**config.mk**
```make
export PLATFORM = sky130hd
export DESIGN_NAME = if_id_stage_flat
export DESIGN_NICKNAME = d
export VERILOG_FILES = /design/src/rtl/if_id_if.sv /design/src/rtl/if_id_stage.sv /design/src/flat_wrapper.sv
export SDC_FILE = /design/constraint.sdc
export NUM_CORES = 1
export LEC_CHECK = 0
export CELL_PAD_IN_SITES_DETAIL_PLACEMENT = 0
export CELL_PAD_IN_SITES_GLOBAL_PLACEMENT = 1
export CORE_MARGIN = 8
export CORE_UTILIZATION = 30
export CTS_CLUSTER_SIZE = 8
export DETAILED_ROUTE_END_ITERATION = 8
export PLACE_DENSITY = 0.89
export SLEW_MARGIN = 20
export SYNTH_ARGS = -nofsm -noshare
export SYNTH_HDL_FRONTEND = slang
export SYNTH_SLANG_ARGS = --single-unit
```
**constraint.sdc**
```tcl
create_clock -name clk -period 3.7 [get_ports clk]
set_input_delay 0.74 -clock clk [delete_from_list [all_inputs] [get_ports clk]]
set_output_delay 0.74 -clock clk [all_outputs]
set_load 0.02 [all_outputs]
```
**src/rtl/if_id_if.sv**
```systemverilog
// Handshake bundle between fetch/hazard logic (master) and the IF/ID stage (slave).
interface if_id_if;
  logic [15:0] pc_in;
  logic [15:0] imem_rdata;
  logic        imem_resp;
  logic        bubble_enable;
  logic        flush;
  logic        imem_read;
  logic        pc_load;
  logic [15:0] ir_out;
  logic [15:0] pc_out;
  logic [3:0]  opcode_out;
  logic [2:0]  sr1_out;
  logic [2:0]  sr2_out;
  logic        is_nop;

  modport master (
    output pc_in, imem_rdata, imem_resp, bubble_enable, flush,
    input  imem_read, pc_load, ir_out, pc_out, opcode_out, sr1_out, sr2_out, is_nop
  );

  modport slave (
    input  pc_in, imem_rdata, imem_resp, bubble_enable, flush,
    output imem_read, pc_load, ir_out, pc_out, opcode_out, sr1_out, sr2_out, is_nop
  );
endinterface

```
**src/rtl/if_id_stage.sv**
```systemverilog
// LC-3b IF/ID register: latches fetched instruction and PC+2, decodes register fields,
// and after a control op suspends fetch for SHADOW_CYCLES while the branch resolves.
module if_id_stage #(
  parameter int unsigned SHADOW_CYCLES = 3,
  parameter logic [15:0] NOP_INSTR     = 16'h0000
) (
  input  logic   clk,
  input  logic   rst_n,
  if_id_if.slave bus
);
  localparam logic [3:0] OP_BR  = 4'h0;
  localparam logic [3:0] OP_JSR = 4'h4;
  localparam logic [3:0] OP_JMP = 4'hC;

  typedef enum logic {FETCH, SHADOW} state_e;

  state_e      state_q, state_d;
  logic [3:0]  cnt_q, cnt_d;
  logic [15:0] ir_q, ir_d;
  logic [15:0] pc_q, pc_d;
  logic        nop_q, nop_d;
  logic        ctrl_op;

  assign bus.ir_out     = ir_q;
  assign bus.pc_out     = pc_q;
  assign bus.is_nop     = nop_q;
  assign bus.opcode_out = ir_q[15:12];
  assign bus.sr1_out    = ir_q[8:6];
  assign bus.sr2_out    = ir_q[2:0];

  // An injected NOP also decodes as BR, so it must not re-trigger the shadow.
  assign ctrl_op = ((ir_q[15:12] == OP_BR) && !nop_q) ||
                   (ir_q[15:12] == OP_JMP) || (ir_q[15:12] == OP_JSR);

  always_ff @(posedge clk or negedge rst_n) begin
    if (!rst_n) begin
      state_q <= FETCH;
      cnt_q   <= 4'd0;
      ir_q    <= NOP_INSTR;
      pc_q    <= 16'h0000;
      nop_q   <= 1'b1;
    end else begin
      state_q <= state_d;
      cnt_q   <= cnt_d;
      ir_q    <= ir_d;
      pc_q    <= pc_d;
      nop_q   <= nop_d;
    end
  end

  always_comb begin
    state_d = state_q;
    cnt_d   = cnt_q;
    ir_d    = NOP_INSTR;
    nop_d   = 1'b1;
    pc_d    = pc_q;
    case (state_q)
      FETCH: begin
        if (bus.flush) begin
          state_d = FETCH;
        end else if (bus.bubble_enable) begin
          if (ctrl_op) begin
            state_d = SHADOW;
            cnt_d   = 4'(SHADOW_CYCLES - 1);
          end else begin
            ir_d  = ir_q;
            nop_d = nop_q;
          end
        end else if (bus.imem_resp) begin
          ir_d  = bus.imem_rdata;
          pc_d  = bus.pc_in + 16'd2;
          nop_d = 1'b0;
        end
      end
      SHADOW: begin
        if (bus.flush) begin
          state_d = FETCH;
          cnt_d   = 4'd0;
        end else if (cnt_q == 4'd0) begin
          state_d = FETCH;
        end else begin
          cnt_d = cnt_q - 4'd1;
        end
      end
      default: state_d = FETCH;
    endcase
  end

  // PC control is combinational so the PC register sees it in the same cycle.
  always_comb begin
    bus.imem_read = 1'b0;
    bus.pc_load   = 1'b0;
    if (rst_n) begin
      if (state_q == FETCH) begin
        bus.imem_read = 1'b1;
        bus.pc_load   = bus.flush | (~bus.bubble_enable & bus.imem_resp);
      end else begin
        bus.pc_load   = bus.flush;
      end
    end
  end
endmodule

```
**src/flat_wrapper.sv**
```systemverilog
// flat-port wrapper written by rule: the top's interface ports become plain ports
module if_id_stage_flat 
#(
  parameter int unsigned SHADOW_CYCLES = 3,
  parameter logic [15:0] NOP_INSTR     = 16'h0000
)
  (clk, rst_n, bus_pc_in, bus_imem_rdata, bus_imem_resp, bus_bubble_enable, bus_flush, bus_imem_read, bus_pc_load, bus_ir_out, bus_pc_out, bus_opcode_out, bus_sr1_out, bus_sr2_out, bus_is_nop);
  if_id_if bus_i ();
  input  logic clk;
  input  logic rst_n;
  input wire logic [$bits(bus_i.pc_in)-1:0] bus_pc_in;
  input wire logic [$bits(bus_i.imem_rdata)-1:0] bus_imem_rdata;
  input wire logic [$bits(bus_i.imem_resp)-1:0] bus_imem_resp;
  input wire logic [$bits(bus_i.bubble_enable)-1:0] bus_bubble_enable;
  input wire logic [$bits(bus_i.flush)-1:0] bus_flush;
  output wire logic [$bits(bus_i.imem_read)-1:0] bus_imem_read;
  output wire logic [$bits(bus_i.pc_load)-1:0] bus_pc_load;
  output wire logic [$bits(bus_i.ir_out)-1:0] bus_ir_out;
  output wire logic [$bits(bus_i.pc_out)-1:0] bus_pc_out;
  output wire logic [$bits(bus_i.opcode_out)-1:0] bus_opcode_out;
  output wire logic [$bits(bus_i.sr1_out)-1:0] bus_sr1_out;
  output wire logic [$bits(bus_i.sr2_out)-1:0] bus_sr2_out;
  output wire logic [$bits(bus_i.is_nop)-1:0] bus_is_nop;
  assign bus_i.pc_in = bus_pc_in;
  assign bus_i.imem_rdata = bus_imem_rdata;
  assign bus_i.imem_resp = bus_imem_resp;
  assign bus_i.bubble_enable = bus_bubble_enable;
  assign bus_i.flush = bus_flush;
  assign bus_imem_read = bus_i.imem_read;
  assign bus_pc_load = bus_i.pc_load;
  assign bus_ir_out = bus_i.ir_out;
  assign bus_pc_out = bus_i.pc_out;
  assign bus_opcode_out = bus_i.opcode_out;
  assign bus_sr1_out = bus_i.sr1_out;
  assign bus_sr2_out = bus_i.sr2_out;
  assign bus_is_nop = bus_i.is_nop;
  if_id_stage #(.SHADOW_CYCLES(SHADOW_CYCLES), .NOP_INSTR(NOP_INSTR)) u_core (.clk(clk), .rst_n(rst_n), .bus(bus_i));
endmodule
```
==> metrics <==
Worst-path clk slew 0.08 ns; Starting Density 30.5%; via count 1557; Worst Setup Start Kind input port; most frequent cells in the layout 80 x clkdlybuf4s50_1, 37 x dfrtp_1, 20 x nor2_1; Syn Nets 218; grt peak-use layer met2; min Tclk post-route slightly above 3 ns; fin. max-slew vios 0; r2r endpoint u_core.bus.ir_out[15]; Switching Share between 30% and 40%; Clock Skews between 0.005 and 0.006 ns; PD cells 440 nW/um^2; RSZ-0062 raised after global routing no; post-cts repair resize count 0; Slew headroom about 46%; crit path from bus_bubble_enable; clock power share roughly a quarter; CTS Buf Count 5; Switch Pwr ~0.4 mW; H-tree depth 2; critical path type input port to output port; GR Util met3 under 10%; total power roughly 1.2 mW; commonest non-fill, non-tap cell in the layout clkdlybuf4s50_1; Mapped Area between 1500 and 2000 sq um; detailed-route vias per instance ~4.7; Design Area, Final about 2800 sq um; maximum VDD drop about 0.00016 V; Post-Route WL 4920 um; DR iter-0 viols just over 40; GPL Wtd Cong between 0.7 and 0.8; Longest Clk Path Bufs 2; final hold viol count 0; Clk Latency, worst-skew pair roughly 0.28 ns; CORE AREA between 6000 and 7000 sq um; CTS Hold Buffers Added 0; # diodes 0; Max Freq 0.328 GHz; Sequential Power Share 42.2%; antenna violations before repair 0; Avg Cell Area, Syn ~11 sq um; Rows 29; Mapped Cells 178; Seq/Total Area, Yosys between 40% and 50%; vias in the first global route around 1.5k; Setup Viol. Count Final 0; Gate power share 34.3%; DIE HEIGHT 95.9 um; first-pass GRT wire length a little under 8000 um; PortBufs a little over 80; post-CTS setup buffer count 0; DR DRC count 0; Root Driver clkbuf_8; WP data required 2.96 ns; status complete, no violations; Final ANT Viol Nets 0; r2r setup slk around 1.9 ns; Worst Tran Pin Value slightly above 0.8 ns; total track usage between 10 and 15%; Setup TNS Final 0 ns; Synth Warn # 0; Min-Delay Path Class input port to asynchronous set/reset pin; I/O pin cnt 82; met2 usage between 15 and 20%; total gr overflow 0; pin count of the biggest net entering global routing 28; met1 Resource Use GR a little over an eighth; Cell Area, Placed between 2000 and 3000 sq um; Die Span X around 96 um; count of cell types in the netlist 34; HPWL after detailed placement about 3900 um; CP arrival 2.31 ns; Worst Setup End Kind output port; first-pass iteration count of the detailed router 4; area delta synth->final 47.2%; count of state elements after synthesis 38; Leak between 1 and 1.5 nW; RR Startpoint u_core.bus.is_nop; Int Pwr 0.845 mW; share of layout cells above drive strength 1 about a tenth; die area between 9000 and 10000 sq um; # clock sinks 38; Routed wire per std cell 14.9 um; CTS tree yes; period utilization between 80% and 90%; r2r worst-path depth 4; Max Cap Viol 0; final-stage net count around 290; CP Max Fanout 6
-- power by group through the flow --
| stage | sequential (mW) | combinational [mW] | clock [mW] |
|---|---|---|---|
| 6_report | 0.523 | 0.425 | 0.292 |
| 5_1_grt | 0.532 | 0.466 | 0.326 |
| 4_1_cts | 0.523 | 0.432 | 0.307 |
| 3_5_place_dp | 0.530 | 0.430 | 0 |
| 3_3_place_gp | 0.528 | 0.419 | 0 |
| 2_1_floorplan | 0.575 | 0.194 | 0 |
-- synth_stat cells, drive strengths merged --
cell type	count	area, sq um
dfstp	1	26.3
nor3	8	51.3
xnor2	13	114
ha	3	37.5
nor4	3	37.5
nor2b	2	12.5
o2bb2ai	3	26.3
xor2	1	8.76
o21a	2	15.0
nand4	2	25.0
or3b	1	8.76
a22oi	2	15.0
o2111ai	1	8.76
mux2	2	22.5
nand2b	2	12.5
dfrtp	37	926
nor2	20	75.1
o31a	1	8.76
mux2i	2	20.0
buf	17	113
nand2	5	18.8
nor3b	1	7.51
o21ai	3	15.0
a22o	14	123
or3	1	6.26
inv	9	33.8
nand3	5	35.0
a21oi	16	87.6
nor4b	1	23.8
-- cell type report --
type	count	area (sq um)
timing repair buffer	84	828
multi-input combinational	114	816
inverter	9	33.8
fill	600	3460
tap	77	96.3
sequential	38	952
clock buffer	7	86.3
clock inverter	1	5.00
-- metrics by stage --
stage	setup WS [ns]	hold WS (ns)	cells	utilization, %
floorplan	1.74	0.444	178	-
global placement	0.663	0.459	322	43.4
detailed placement	0.658	0.464	322	43.4
CTS	0.648	0.350	330	44.9
global route	0.566	0.344	330	44.9
finish	0.649	0.342	330	44.9
-- critical path, cell delays in order --
cell	delay (ns)
clkdlybuf4s50_1	0.49
nand2b_1	0.24
nor2_1	0.11
o21a_1	0.12
clkdlybuf4s50_1	0.60
-- state kept, by name, summed over array words and instances (netlist names) --
name,flops
u_core.bus.pc_out,16
u_core.bus.is_nop,1
u_core.state_q,1
u_core.cnt_q,4
u_core.bus.ir_out,16
-- worst max path at each step --
stage / end / slack, ns / depth (start not counted)
6_report: bus_pc_load / 0.65 / 5
5_1_grt: bus_pc_load / 0.57 / 5
3_5_place_dp: bus_pc_load / 0.66 / 5
4_1_cts: bus_pc_load / 0.65 / 5
2_1_floorplan: bus_pc_load / 1.74 / 3
3_3_place_gp: bus_pc_load / 0.66 / 5
-- kinds of logic after synthesis --
kind of cell    Yosys count  synth area share (%)
simple gates             51                  16.4
compound gates           42                  15.6
flops                    38                  49.7
buf+inv                  26                  7.65
xor+xnor                 14                  6.41
mux                       4                  2.22
fa+ha+maj                 3                  1.96
-- routing by layer --
layer  share of wire [%]  vias to the layer above
met5                   0                        -
met4                 1.0                        0
li1                    -                      760
met3                  11                        6
met1                  43                      729
met2                  45                       62
Power figures use the tool's default switching activity.
